[src/rtl/tft_lcd_bus_pio_pkg.sv]
// tft_lcd_bus_pio_pkg
// Shared definitions for the TFT LCD 8080-bus write port:
//   - Avalon-MM register word addresses
//   - STATUS and CTRL bit positions
//   - strobe sequencer state enum
//   - TIMING register reset values (setup/pulse/hold, in clk cycles)
package tft_lcd_bus_pio_pkg;

  // Register word addresses
  localparam logic [2:0] ADDR_DATA   = 3'd0;
  localparam logic [2:0] ADDR_CMD    = 3'd1;
  localparam logic [2:0] ADDR_TIMING = 3'd2;
  localparam logic [2:0] ADDR_STATUS = 3'd3;
  localparam logic [2:0] ADDR_CTRL   = 3'd4;

  // STATUS bit positions
  localparam int STATUS_BUSY_BIT  = 0;
  localparam int STATUS_FULL_BIT  = 1;
  localparam int STATUS_EMPTY_BIT = 2;
  localparam int STATUS_OVF_BIT   = 3;
  localparam int STATUS_LEVEL_LSB = 8;

  // CTRL bit positions
  localparam int CTRL_ENABLE_BIT = 0;
  localparam int CTRL_FLUSH_BIT  = 1;
  localparam int CTRL_IRQ_EN_BIT = 2;

  // TIMING reset values
  localparam int TIMING_SETUP_RST = 1;
  localparam int TIMING_PULSE_RST = 1;
  localparam int TIMING_HOLD_RST  = 1;

  // Strobe sequencer states
  typedef enum logic [1:0] {
    ST_IDLE  = 2'd0,
    ST_SETUP = 2'd1,
    ST_PULSE = 2'd2,
    ST_HOLD  = 2'd3
  } seq_state_t;

endpackage

[src/rtl/tft_lcd_bus_pio_fifo.sv]
// tft_lcd_bus_pio_fifo
// Synchronous word FIFO holding {dc, data} entries for the LCD sequencer.
// Ports:
//   clk, reset_n   system clock, asynchronous active-low reset
//   push/push_data write an entry (ignored when full or flushing)
//   pop            consume the head entry (ignored when empty or flushing)
//   flush          discard every entry in one cycle
//   pop_data       head entry, valid whenever empty is low
//   full, empty    occupancy flags
//   level          number of stored entries (0..DEPTH)
module tft_lcd_bus_pio_fifo #(
  parameter int WIDTH = 9,
  parameter int DEPTH = 8
) (
  input  logic                       clk,
  input  logic                       reset_n,
  input  logic                       push,
  input  logic [WIDTH-1:0]           push_data,
  input  logic                       pop,
  input  logic                       flush,
  output logic [WIDTH-1:0]           pop_data,
  output logic                       full,
  output logic                       empty,
  output logic [$clog2(DEPTH):0]     level
);

  localparam int AW = $clog2(DEPTH);
  localparam int LW = AW + 1;

  logic [WIDTH-1:0] mem [DEPTH];
  logic [AW-1:0]    wr_ptr;
  logic [AW-1:0]    rd_ptr;
  logic [LW-1:0]    count;
  logic             do_push;
  logic             do_pop;

  // Flags come from the pre-edge count, so a push into a full FIFO is
  // rejected even if the same cycle pops an entry.
  assign full     = (count == LW'(DEPTH));
  assign empty    = (count == '0);
  assign level    = count;
  assign pop_data = mem[rd_ptr];

  // Flush takes priority over both push and pop.
  assign do_push = push & ~full & ~flush;
  assign do_pop  = pop & ~empty & ~flush;

  always_ff @(posedge clk) begin
    if (do_push) begin
      mem[wr_ptr] <= push_data;
    end
  end

  // Pointers wrap naturally because DEPTH is a power of two.
  always_ff @(posedge clk or negedge reset_n) begin
    if (!reset_n) begin
      wr_ptr <= '0;
      rd_ptr <= '0;
      count  <= '0;
    end else if (flush) begin
      wr_ptr <= '0;
      rd_ptr <= '0;
      count  <= '0;
    end else begin
      if (do_push) begin
        wr_ptr <= wr_ptr + AW'(1);
      end
      if (do_pop) begin
        rd_ptr <= rd_ptr + AW'(1);
      end
      count <= count + LW'(do_push) - LW'(do_pop);
    end
  end

endmodule

[src/rtl/tft_lcd_bus_pio.sv]
// tft_lcd_bus_pio
// Avalon-MM write port for an 8080-style TFT LCD parallel bus. The CPU
// queues data/command words into a FIFO; a strobe sequencer drains them
// onto the LCD pins with programmable setup, pulse and hold phases.
// Optional feature macro: TFT_LCD_BUS_PIO_IRQ_EN (adds CTRL.irq_en and a
// registered "FIFO drained and idle" interrupt; otherwise irq is tied 0).
// Ports:
//   clk, reset_n                system clock, asynchronous active-low reset
//   address, chipselect,        Avalon-MM slave, zero-wait combinational
//   write_n, writedata,         reads, writes qualified by chipselect
//   readdata
//   lcd_data, lcd_dc,           registered LCD bus outputs
//   lcd_wr_n, lcd_cs_n
//   irq                         interrupt request
module tft_lcd_bus_pio
  import tft_lcd_bus_pio_pkg::*;
#(
  parameter int DATA_W     = 8,
  parameter int FIFO_DEPTH = 8,
  parameter int CNT_W      = 4
) (
  input  logic              clk,
  input  logic              reset_n,
  input  logic [2:0]        address,
  input  logic              chipselect,
  input  logic              write_n,
  input  logic [31:0]       writedata,
  output logic [31:0]       readdata,
  output logic [DATA_W-1:0] lcd_data,
  output logic              lcd_dc,
  output logic              lcd_wr_n,
  output logic              lcd_cs_n,
  output logic              irq
);

  localparam int LVL_W = $clog2(FIFO_DEPTH) + 1;

  // Bus decode
  logic bus_write;
  logic wr_data;
  logic wr_cmd;
  logic wr_timing;
  logic wr_status;
  logic wr_ctrl;
  logic push_req;
  logic flush;

  assign bus_write = chipselect & ~write_n;
  assign wr_data   = bus_write & (address == ADDR_DATA);
  assign wr_cmd    = bus_write & (address == ADDR_CMD);
  assign wr_timing = bus_write & (address == ADDR_TIMING);
  assign wr_status = bus_write & (address == ADDR_STATUS);
  assign wr_ctrl   = bus_write & (address == ADDR_CTRL);
  assign push_req  = wr_data | wr_cmd;
  assign flush     = wr_ctrl & writedata[CTRL_FLUSH_BIT];

  // Only a subset of writedata is meaningful for any one register.
  logic unused_writedata;
  assign unused_writedata = ^writedata;

  // Control registers
  logic [CNT_W-1:0] t_setup;
  logic [CNT_W-1:0] t_pulse;
  logic [CNT_W-1:0] t_hold;
  logic             enable;
  logic             overflow;

  // FIFO
  logic [DATA_W:0]    fifo_wdata;
  logic [DATA_W:0]    fifo_rdata;
  logic               fifo_full;
  logic               fifo_empty;
  logic [LVL_W-1:0]   fifo_level;
  logic               fifo_pop;

  // The MSB of each FIFO entry is the dc flag: 1 for DATA, 0 for CMD.
  assign fifo_wdata = {wr_data, writedata[DATA_W-1:0]};

  tft_lcd_bus_pio_fifo #(
    .WIDTH (DATA_W + 1),
    .DEPTH (FIFO_DEPTH)
  ) u_fifo (
    .clk       (clk),
    .reset_n   (reset_n),
    .push      (push_req),
    .push_data (fifo_wdata),
    .pop       (fifo_pop),
    .flush     (flush),
    .pop_data  (fifo_rdata),
    .full      (fifo_full),
    .empty     (fifo_empty),
    .level     (fifo_level)
  );

  // Sequencer
  seq_state_t       state;
  logic [CNT_W-1:0] cnt;
  logic             cnt_last;
  logic             busy;

  assign cnt_last = (cnt == CNT_W'(1));
  assign busy     = (state != ST_IDLE);

  // A new word is launched from IDLE or on the last HOLD cycle. A flush
  // in the same cycle suppresses the launch so that nothing new starts.
  assign fifo_pop = ((state == ST_IDLE) || ((state == ST_HOLD) && cnt_last)) &&
                    enable && !fifo_empty && !flush;

  // A zero timing field still gives a one-cycle phase.
  function automatic logic [CNT_W-1:0] phase_len(input logic [CNT_W-1:0] field);
    return (field == '0) ? CNT_W'(1) : field;
  endfunction

  always_ff @(posedge clk or negedge reset_n) begin
    if (!reset_n) begin
      t_setup  <= CNT_W'(TIMING_SETUP_RST);
      t_pulse  <= CNT_W'(TIMING_PULSE_RST);
      t_hold   <= CNT_W'(TIMING_HOLD_RST);
      enable   <= 1'b1;
      overflow <= 1'b0;
    end else begin
      if (wr_timing) begin
        t_setup <= writedata[CNT_W-1:0];
        t_pulse <= writedata[2*CNT_W-1:CNT_W];
        t_hold  <= writedata[3*CNT_W-1:2*CNT_W];
      end
      if (wr_ctrl) begin
        enable <= writedata[CTRL_ENABLE_BIT];
      end
      // A push dropped by flush is not an overflow.
      if (push_req && fifo_full && !flush) begin
        overflow <= 1'b1;
      end else if (wr_status && writedata[STATUS_OVF_BIT]) begin
        overflow <= 1'b0;
      end
    end
  end

  // Each phase counter is loaded from TIMING as the phase is entered, so
  // a TIMING write mid-word only affects phases not yet started.
  always_ff @(posedge clk or negedge reset_n) begin
    if (!reset_n) begin
      state    <= ST_IDLE;
      cnt      <= '0;
      lcd_data <= '0;
      lcd_dc   <= 1'b1;
      lcd_wr_n <= 1'b1;
      lcd_cs_n <= 1'b1;
    end else begin
      case (state)
        ST_IDLE: begin
          if (fifo_pop) begin
            lcd_data <= fifo_rdata[DATA_W-1:0];
            lcd_dc   <= fifo_rdata[DATA_W];
            lcd_cs_n <= 1'b0;
            lcd_wr_n <= 1'b1;
            cnt      <= phase_len(t_setup);
            state    <= ST_SETUP;
          end
        end
        ST_SETUP: begin
          if (cnt_last) begin
            lcd_wr_n <= 1'b0;
            cnt      <= phase_len(t_pulse);
            state    <= ST_PULSE;
          end else begin
            cnt <= cnt - CNT_W'(1);
          end
        end
        ST_PULSE: begin
          if (cnt_last) begin
            lcd_wr_n <= 1'b1;
            cnt      <= phase_len(t_hold);
            state    <= ST_HOLD;
          end else begin
            cnt <= cnt - CNT_W'(1);
          end
        end
        ST_HOLD: begin
          if (cnt_last) begin
            if (fifo_pop) begin
              lcd_data <= fifo_rdata[DATA_W-1:0];
              lcd_dc   <= fifo_rdata[DATA_W];
              cnt      <= phase_len(t_setup);
              state    <= ST_SETUP;
            end else begin
              lcd_cs_n <= 1'b1;
              state    <= ST_IDLE;
            end
          end else begin
            cnt <= cnt - CNT_W'(1);
          end
        end
        default: begin
          lcd_wr_n <= 1'b1;
          lcd_cs_n <= 1'b1;
          state    <= ST_IDLE;
        end
      endcase
    end
  end

`ifdef TFT_LCD_BUS_PIO_IRQ_EN
  logic irq_en;

  always_ff @(posedge clk or negedge reset_n) begin
    if (!reset_n) begin
      irq_en <= 1'b0;
    end else if (wr_ctrl) begin
      irq_en <= writedata[CTRL_IRQ_EN_BIT];
    end
  end

  // Interrupt when all queued words have gone out and the bus is idle.
  always_ff @(posedge clk or negedge reset_n) begin
    if (!reset_n) begin
      irq <= 1'b0;
    end else begin
      irq <= irq_en & fifo_empty & ~busy;
    end
  end
`else
  assign irq = 1'b0;
`endif

  // Zero-wait read mux
  always_comb begin
    readdata = '0;
    case (address)
      ADDR_DATA: begin
        readdata[DATA_W-1:0] = lcd_data;
      end
      ADDR_TIMING: begin
        readdata[3*CNT_W-1:0] = {t_hold, t_pulse, t_setup};
      end
      ADDR_STATUS: begin
        readdata[STATUS_BUSY_BIT]              = busy;
        readdata[STATUS_FULL_BIT]              = fifo_full;
        readdata[STATUS_EMPTY_BIT]             = fifo_empty;
        readdata[STATUS_OVF_BIT]               = overflow;
        readdata[STATUS_LEVEL_LSB +: LVL_W]    = fifo_level;
      end
      ADDR_CTRL: begin
        readdata[CTRL_ENABLE_BIT] = enable;
`ifdef TFT_LCD_BUS_PIO_IRQ_EN
        readdata[CTRL_IRQ_EN_BIT] = irq_en;
`endif
      end
      default: begin
        readdata = '0;
      end
    endcase
  end

endmodule

[config.mk]
export PLATFORM = sky130hd
export DESIGN_NAME = tft_lcd_bus_pio
export DESIGN_NICKNAME = d
export VERILOG_FILES = /design/src/rtl/tft_lcd_bus_pio_pkg.sv /design/src/rtl/tft_lcd_bus_pio_fifo.sv /design/src/rtl/tft_lcd_bus_pio.sv
export SDC_FILE = /design/constraint.sdc
export NUM_CORES = 1
export LEC_CHECK = 0
export BUFFER_PORTS_ARGS = -buffer_cell sky130_fd_sc_hd__buf_4
export CAP_MARGIN = 20
export CORE_ASPECT_RATIO = 0.7
export CORE_MARGIN = 1.5
export CORE_UTILIZATION = 30
export CTS_CLUSTER_SIZE = 8
export DETAILED_ROUTE_END_ITERATION = 7
export SYNTH_ARGS = -nofsm -noshare
export SYNTH_HDL_FRONTEND = slang
export SYNTH_SLANG_ARGS = --single-unit
[constraint.sdc]
create_clock -name clk -period 3.62 [get_ports clk]
set_clock_uncertainty 0.15 [all_clocks]
set_input_delay 0.181 -clock clk [delete_from_list [all_inputs] [get_ports clk]]
set_output_delay 0.181 -clock clk [all_outputs]
set_load 0.01 [all_outputs]
Word-level counts from Yosys, hierarchy flattened:

Memories as Yosys holds them, arrays and structs flattened.
Cells that the tools add are included.

* bits in registers: 41
* RAM bits: 72
* input port bits: 39
* output and inout port bits: 44
* word-level logic and storage cells: 117
* memories: 1

Memory list
* u_fifo.mem: depth 8, bits a word 9, read ports 1, clocked after memory_dff 0, write ports 1, RTL line tft_lcd_bus_pio_fifo.sv:30 `logic [WIDTH-1:0] mem [DEPTH];`

* $add $sub $neg: 5
* equal/unequal tests: 14
* mux-type cells: 41
* bitwise logic cells: 16
* reduce and logical (&&, ||, !) cells: 26

Operators with widths (number)
* $mux 4: 8
* $logic_not 4->1: 4
* $mux 8: 2
* $pmux 4 s2: 2
* $pmux 4 s4: 1
* $pmux 8 s2: 1
* $mux 1: 13
* $mux 3: 4
* $reduce_and 4->1: 3
* $and 1x1->1: 11
* $reduce_bool 2->1: 5
* $pmux 3 s3: 1
* $mux 2: 4
* $ne 2x2->1 const B: 4
* $pmux 2 s4: 1
* $logic_and 1x1->1: 7
* $add 3x1->3 const B: 2
* $eq 3x2->1 const B: 2
* $add 4x1->4: 1
* $eq 2x2->1 const B: 2
* $eq 4x1->1 const B: 1
* $eq 4x4->1 const B: 1
* $not 1->1: 4
* $pmux 1 s2: 2
* other kinds (15): 16

Longest topological paths before layout:

* depth in word-level cells: 10
* mapped depth: 13
* mapped depth without buffers: 13

Cells and area by module:

Synthesis repeated with hierarchy kept, for this count alone.

* cells, all modules: 393
* area total of the unflattened synthesis: 5617.9 sq um

By module, submodules not included
* tft_lcd_bus_pio_fifo: instances 1, cells each 179, area an instance 3453.3 sq um, seq. area each 2412.3 sq um
* tft_lcd_bus_pio: instances 1, cells each 214, area an instance 2164.6 sq um, seq. area each 784.5 sq um

Worst setup path after synthesis:

Ideal clock, no wire load.

* path kind: reg-to-reg
* from: reg cnt[1]
* to: reg u_fifo.count[1], in the netlist u_fifo.level[1]
* library setup time: 119 ps
* arrival: 2589 ps
* required time: 3351 ps
* path slack: 762 ps
* cell stages (with the launch flop): 12
* buffers on the path: 0
* period minus slack after synthesis: 2858 ps
* cell sequence: dfrtp_1 -> inv_1 -> ha_1 -> or3b_4 -> a211oi_4 -> nand2_2 -> clkinv_1 -> ha_1 -> inv_1 -> ha_1 -> fa_1 -> and2_1

* cells in the longest elaborated chain, start to end: 10

RTL lines
* start, declared: RTL line tft_lcd_bus_pio.sv:97 `logic [CNT_W-1:0] cnt;`
* start signal, assigned: RTL line tft_lcd_bus_pio.sv:157 `cnt <= phase_len(t_setup);`
* start signal, assigned: RTL line tft_lcd_bus_pio.sv:164 `cnt <= phase_len(t_pulse);`
* start signal, assigned: RTL line tft_lcd_bus_pio.sv:167 `cnt <= cnt - CNT_W'(1);`
* $eq 4x1->1: RTL line tft_lcd_bus_pio.sv:101 `assign cnt_last = (cnt == CNT_W'(1));`
* $logic_and 1x1->1: RTL line tft_lcd_bus_pio.sv:106 `assign fifo_pop = ((state == ST_IDLE) || ((state == ST_HOLD) && cnt_last)) &&`
* $logic_or 1x1->1: RTL line tft_lcd_bus_pio.sv:106
* $logic_and 1x1->1: RTL line tft_lcd_bus_pio.sv:106
* $logic_and 1x1->1 (2 in a row): RTL line tft_lcd_bus_pio.sv:107 `enable && !fifo_empty && !flush;`
* $and 1x1->1 (2 in a row): RTL line tft_lcd_bus_pio_fifo.sv:46 `assign do_pop = pop & ~empty & ~flush;`
* $sub 4x1->4: RTL line tft_lcd_bus_pio_fifo.sv:71 `count <= count + LW'(do_push) - LW'(do_pop);`
* $mux 4: RTL line tft_lcd_bus_pio_fifo.sv:60 `end else if (flush) begin`
* end signal, assigned: RTL line tft_lcd_bus_pio_fifo.sv:71
* end, declared: RTL line tft_lcd_bus_pio_fifo.sv:33 `logic [LW-1:0] count;`

No other way between the ends.
A chain may end at the register's enable or synchronous reset.

Worst setup path after layout:

* from: reg cnt[1]
* to: reg u_fifo.count[3], in the netlist u_fifo.level[3]

Same word-level chain as after synthesis.

==> results by group <==
Die
  – Core Area: 0.0173 mm^2
  – I/O pin count: 83
  – Die ar.: 0.0186 mm^2
  – Die Span Y: 115 um
  – Row Count: 40
  – Die width: 162 um
  – Initial Utilization: 30.9%

Yosys
  – Post-synth EDFFs: 72
  – Distinct cells, synth: 54
  – Yosys warns: 0
  – Sequential share of the synthesized area: 60.0%
  – Asr flop ratio synth: 36.3%
  – Register bit total from synthesis: 113
  – Main synth FF type: edfxtp_1
  – Mapped Area: 0.00533 mm^2
  – Syn_area_per_cell: 13.7 um^2
  – Post-Synthesis Cells: 388

Power
  – Clock Power Share: 33.4%
  – Sequential power share: 37.4%
  – Sw Share: 32.6%
  – Max IR drop VDD: 0.304 mV
  – Comb pwr share: 29.3%
  – P_int: 3400 uW
  – Net Sw Power: 1640 uW
  – Pwr Density: 761 mW/mm^2
  – LEAKAGE: 0.00256 uW

Routing
  – Highest Signal Layer: met4
  – Via count: 3348
  – Initial DRT Pass Iterations: 5
  – Final wirelength: 12.7 mm
  – Final ANT Viol Nets: 0
  – DRT iter0 DRCs: 216
  – WL met3: 611 um
  – Drt wl/cell: 18.0 um
  – Met2 WL post-DR: 6.11 mm
  – DRC Markers: 0
  – Metal-1 WL: 5.77 mm
  – Drt via density: 4.76

CTS
  – CTS max path bufs: 2
  – Root buf cell: clkbuf_16
  – Clock-pin transition on the worst setup and hold timing paths: 0.06 ns
  – Num CTS Buffers: 17
  – Setup bufs post-CTS: 0
  – Clk_lat worst skew: 0.42 ns
  – # resized after CTS: 0
  – H-tree depth: 4
  – Clock sinks: 113
  – Hold_buf cts: 14
  – CTS tree: yes

STA
  – Slew Viols, Final: 0
  – Setup TNS: 0 ns
  – Count of final hold-check violations: 0
  – Setup-failing EPs final: 0
  – Final period util: 82.9%
  – Unrepaired setup endpoints after global routing: false
  – Slew HR: 36.3%
  – Peak Freq: 333 MHz
  – Final min period: 3.00 ns
  – Worst Tran Pin Value: 0.956 ns

GRT
  – Largest net degree at the start of global routing: 42
  – First-pass GRT wire length: 19.7 mm
  – Total GRT Usage: 14.7%
  – Initial antenna violation count: 0
  – Residual overflow from global routing: 0
  – Number of global-route vias before repair: 3409

Final layout
  – Area Overhead vs Synth: 24.4%
  – Finished Layout Cells: 704
  – Layout cells sized above 1: 28.8%
  – Antenna Cells: 0
  – Fin nets: 515

Worst setup path
  – Max Fanout on Critical Path: 12
  – Kind of critical path: flop to flop
  – Crit path from: cnt[1]$_DFF_PN0_
  – CP Capture Type: flop
  – Worst setup SP type: flop
  – Arrival time worst endpoint: 3.14 ns
  – RR Startpoint: cnt[1]$_DFF_PN0_
  – CP required: 3.76 ns

Place
  – Gpl congestion: 0.839
  – Post-Place Cells: 658
  – I/O Buffers: 41
  – Final HPWL DP: 8.59 mm

Min path
  – Hold path start: write_n
  – Worst Hold Class: primary input to flop

Status
  – Outcome: finished, final reports clean

Flow run
  – Max Cap Violations: 0
per-stage QoR:
| stage | cell area, um^2 | util, % | setup WS, ns | hold WS (ns) | power [uW] |
|---|---|---|---|---|---|
| floorplan | 5410 | - | 0.762 | -0.265 | 2880 |
| global placement | 5890 | 34.1 | 0.723 | 0.0733 | 3310 |
| detailed placement | 5890 | 34.1 | 0.631 | 0.0727 | 3370 |
| CTS | 6630 | 38.4 | 0.612 | 0.0286 | 5080 |
| global route | 6630 | 38.4 | 0.402 | 0.0515 | 5340 |
| finish | 6630 | 38.4 | 0.620 | 0.0485 | 5040 |
cell usage in the layout, fill, tap and decap left out, drive strengths merged, types with 2 or more instances in the layout:
cell         count
o21ai           15
mux2            17
o31ai            3
conb            21
dlygate4sd3     14
a21oi           17
clkinvlp         6
nor3b            3
mux2i           20
or3b             2
nand2b           3
bufinv           3
and2             2
o31a             2
xnor2            3
buf             55
xor2             2
nor2            29
dfrtp           34
edfxtp          72
nor2b            3
a31oi            2
clkinv           5
dfstp            7
clkbuf          18
ha              15
nand3            9
nand2           20
a22oi            3
a211o            2
mux4            18
nor3            16
inv             15
cell type report:
cell class / instances / area, um^2
Clock inverter: 14 / 165
Inverter: 15 / 56.3
Clock buffer: 18 / 429
Sequential cell: 113 / 3200
Multi-Input combinational cell: 244 / 1940
Timing Repair Buffer: 69 / 553
Tap cell: 231 / 289
Fill cell: 1645 / 10600
critical path, cell delays in order (launching register included):
cell and delay (ns):
dfrtp_1 0.40, inv_1 0.11, ha_1 0.20, or3b_4 0.49
a211oi_4 0.28, nand2_2 0.12, clkinv_1 0.09, ha_1 0.15
inv_1 0.07, ha_1 0.28, a21o_1 0.15, a21oi_1 0.18
xnor2_1 0.14, nor2_1 0.05
cells in the mapped netlist, drive strengths merged, types with 2 or more instances:
cell    instances  share of area (%)
xnor2           3               0.49
nand2b          3               0.35
buf            30                3.7
a211o           2               0.33
a21oi          17                1.6
inv            14               0.99
dfrtp          34                 16
nand3           9               0.85
o31ai           3               0.42
nor2           29                2.1
o21ai          15                1.4
o31a            2               0.33
or3b            2               0.38
mux2i          20                3.8
nor2b           3               0.35
nor3b           3               0.42
mux2           17                3.7
dfstp           7                3.5
and2            2               0.23
nor3           16                1.6
xor2            2               0.33
edfxtp         72                 41
ha             15                3.5
nand2          20                1.5
clkbuf          6               0.42
mux4           18                7.6
a22oi           3               0.42
a31oi           2               0.23
sequential cells by signal (all words and copies together), names as in the netlist, 2 cells and up:
register / cells
state: 2
cnt: 4
u_fifo.wr_ptr: 3
lcd_data: 8
u_fifo.rd_ptr: 3
t_pulse: 4
u_fifo.mem: 72
u_fifo.level: 4
t_hold: 4
t_setup: 4
worst paths after layout:
path,to,slack [ns],cells after the start
min in group asynchronous,u_fifo.level[2]$_DFF_PN0_,0.15,2
max in group asynchronous,u_fifo.rd_ptr[2]$_DFFE_PN0P_,2.76,2
setup / recovery,u_fifo.level[3]$_DFF_PN0_,0.62,13
hold / removal,enable$_DFFE_PN1N_,0.05,4
hold reg to reg,lcd_dc$_DFFE_PN1P_,0.35,2
setup reg to reg,u_fifo.level[3]$_DFF_PN0_,0.62,13
metal layers:
layer  GRT usage [%]  up-vias
met5               0        -
met4            4.59        0
met3            5.00       11
met2            23.0       94
met1            19.2     1692
li1                -     1551
power by group through the flow:
stage	combinational [uW]	clock, uW	sequential, uW
CTS	1480	1710	1890
floorplan	1130	0	1760
detailed placement	1460	0	1910
global placement	1410	0	1900
finish	1480	1680	1880
global route	1640	1770	1920
kinds of logic after synthesis:
| group | after synthesis | share of synthesized area (%) |
|---|---|---|
| DFF | 113 | 60.0 |
| and+or+nand+nor | 93 | 8.50 |
| muxes | 55 | 15.0 |
| AOI/OAI and AO/OA | 54 | 6.55 |
| buffers and inverters | 51 | 5.16 |
| adders and majority gates | 16 | 3.90 |
| xor gates and xnor gates | 5 | 0.822 |
| other | 1 | 0.0704 |
No activity file was read; power rests on OpenSTA's default activity.
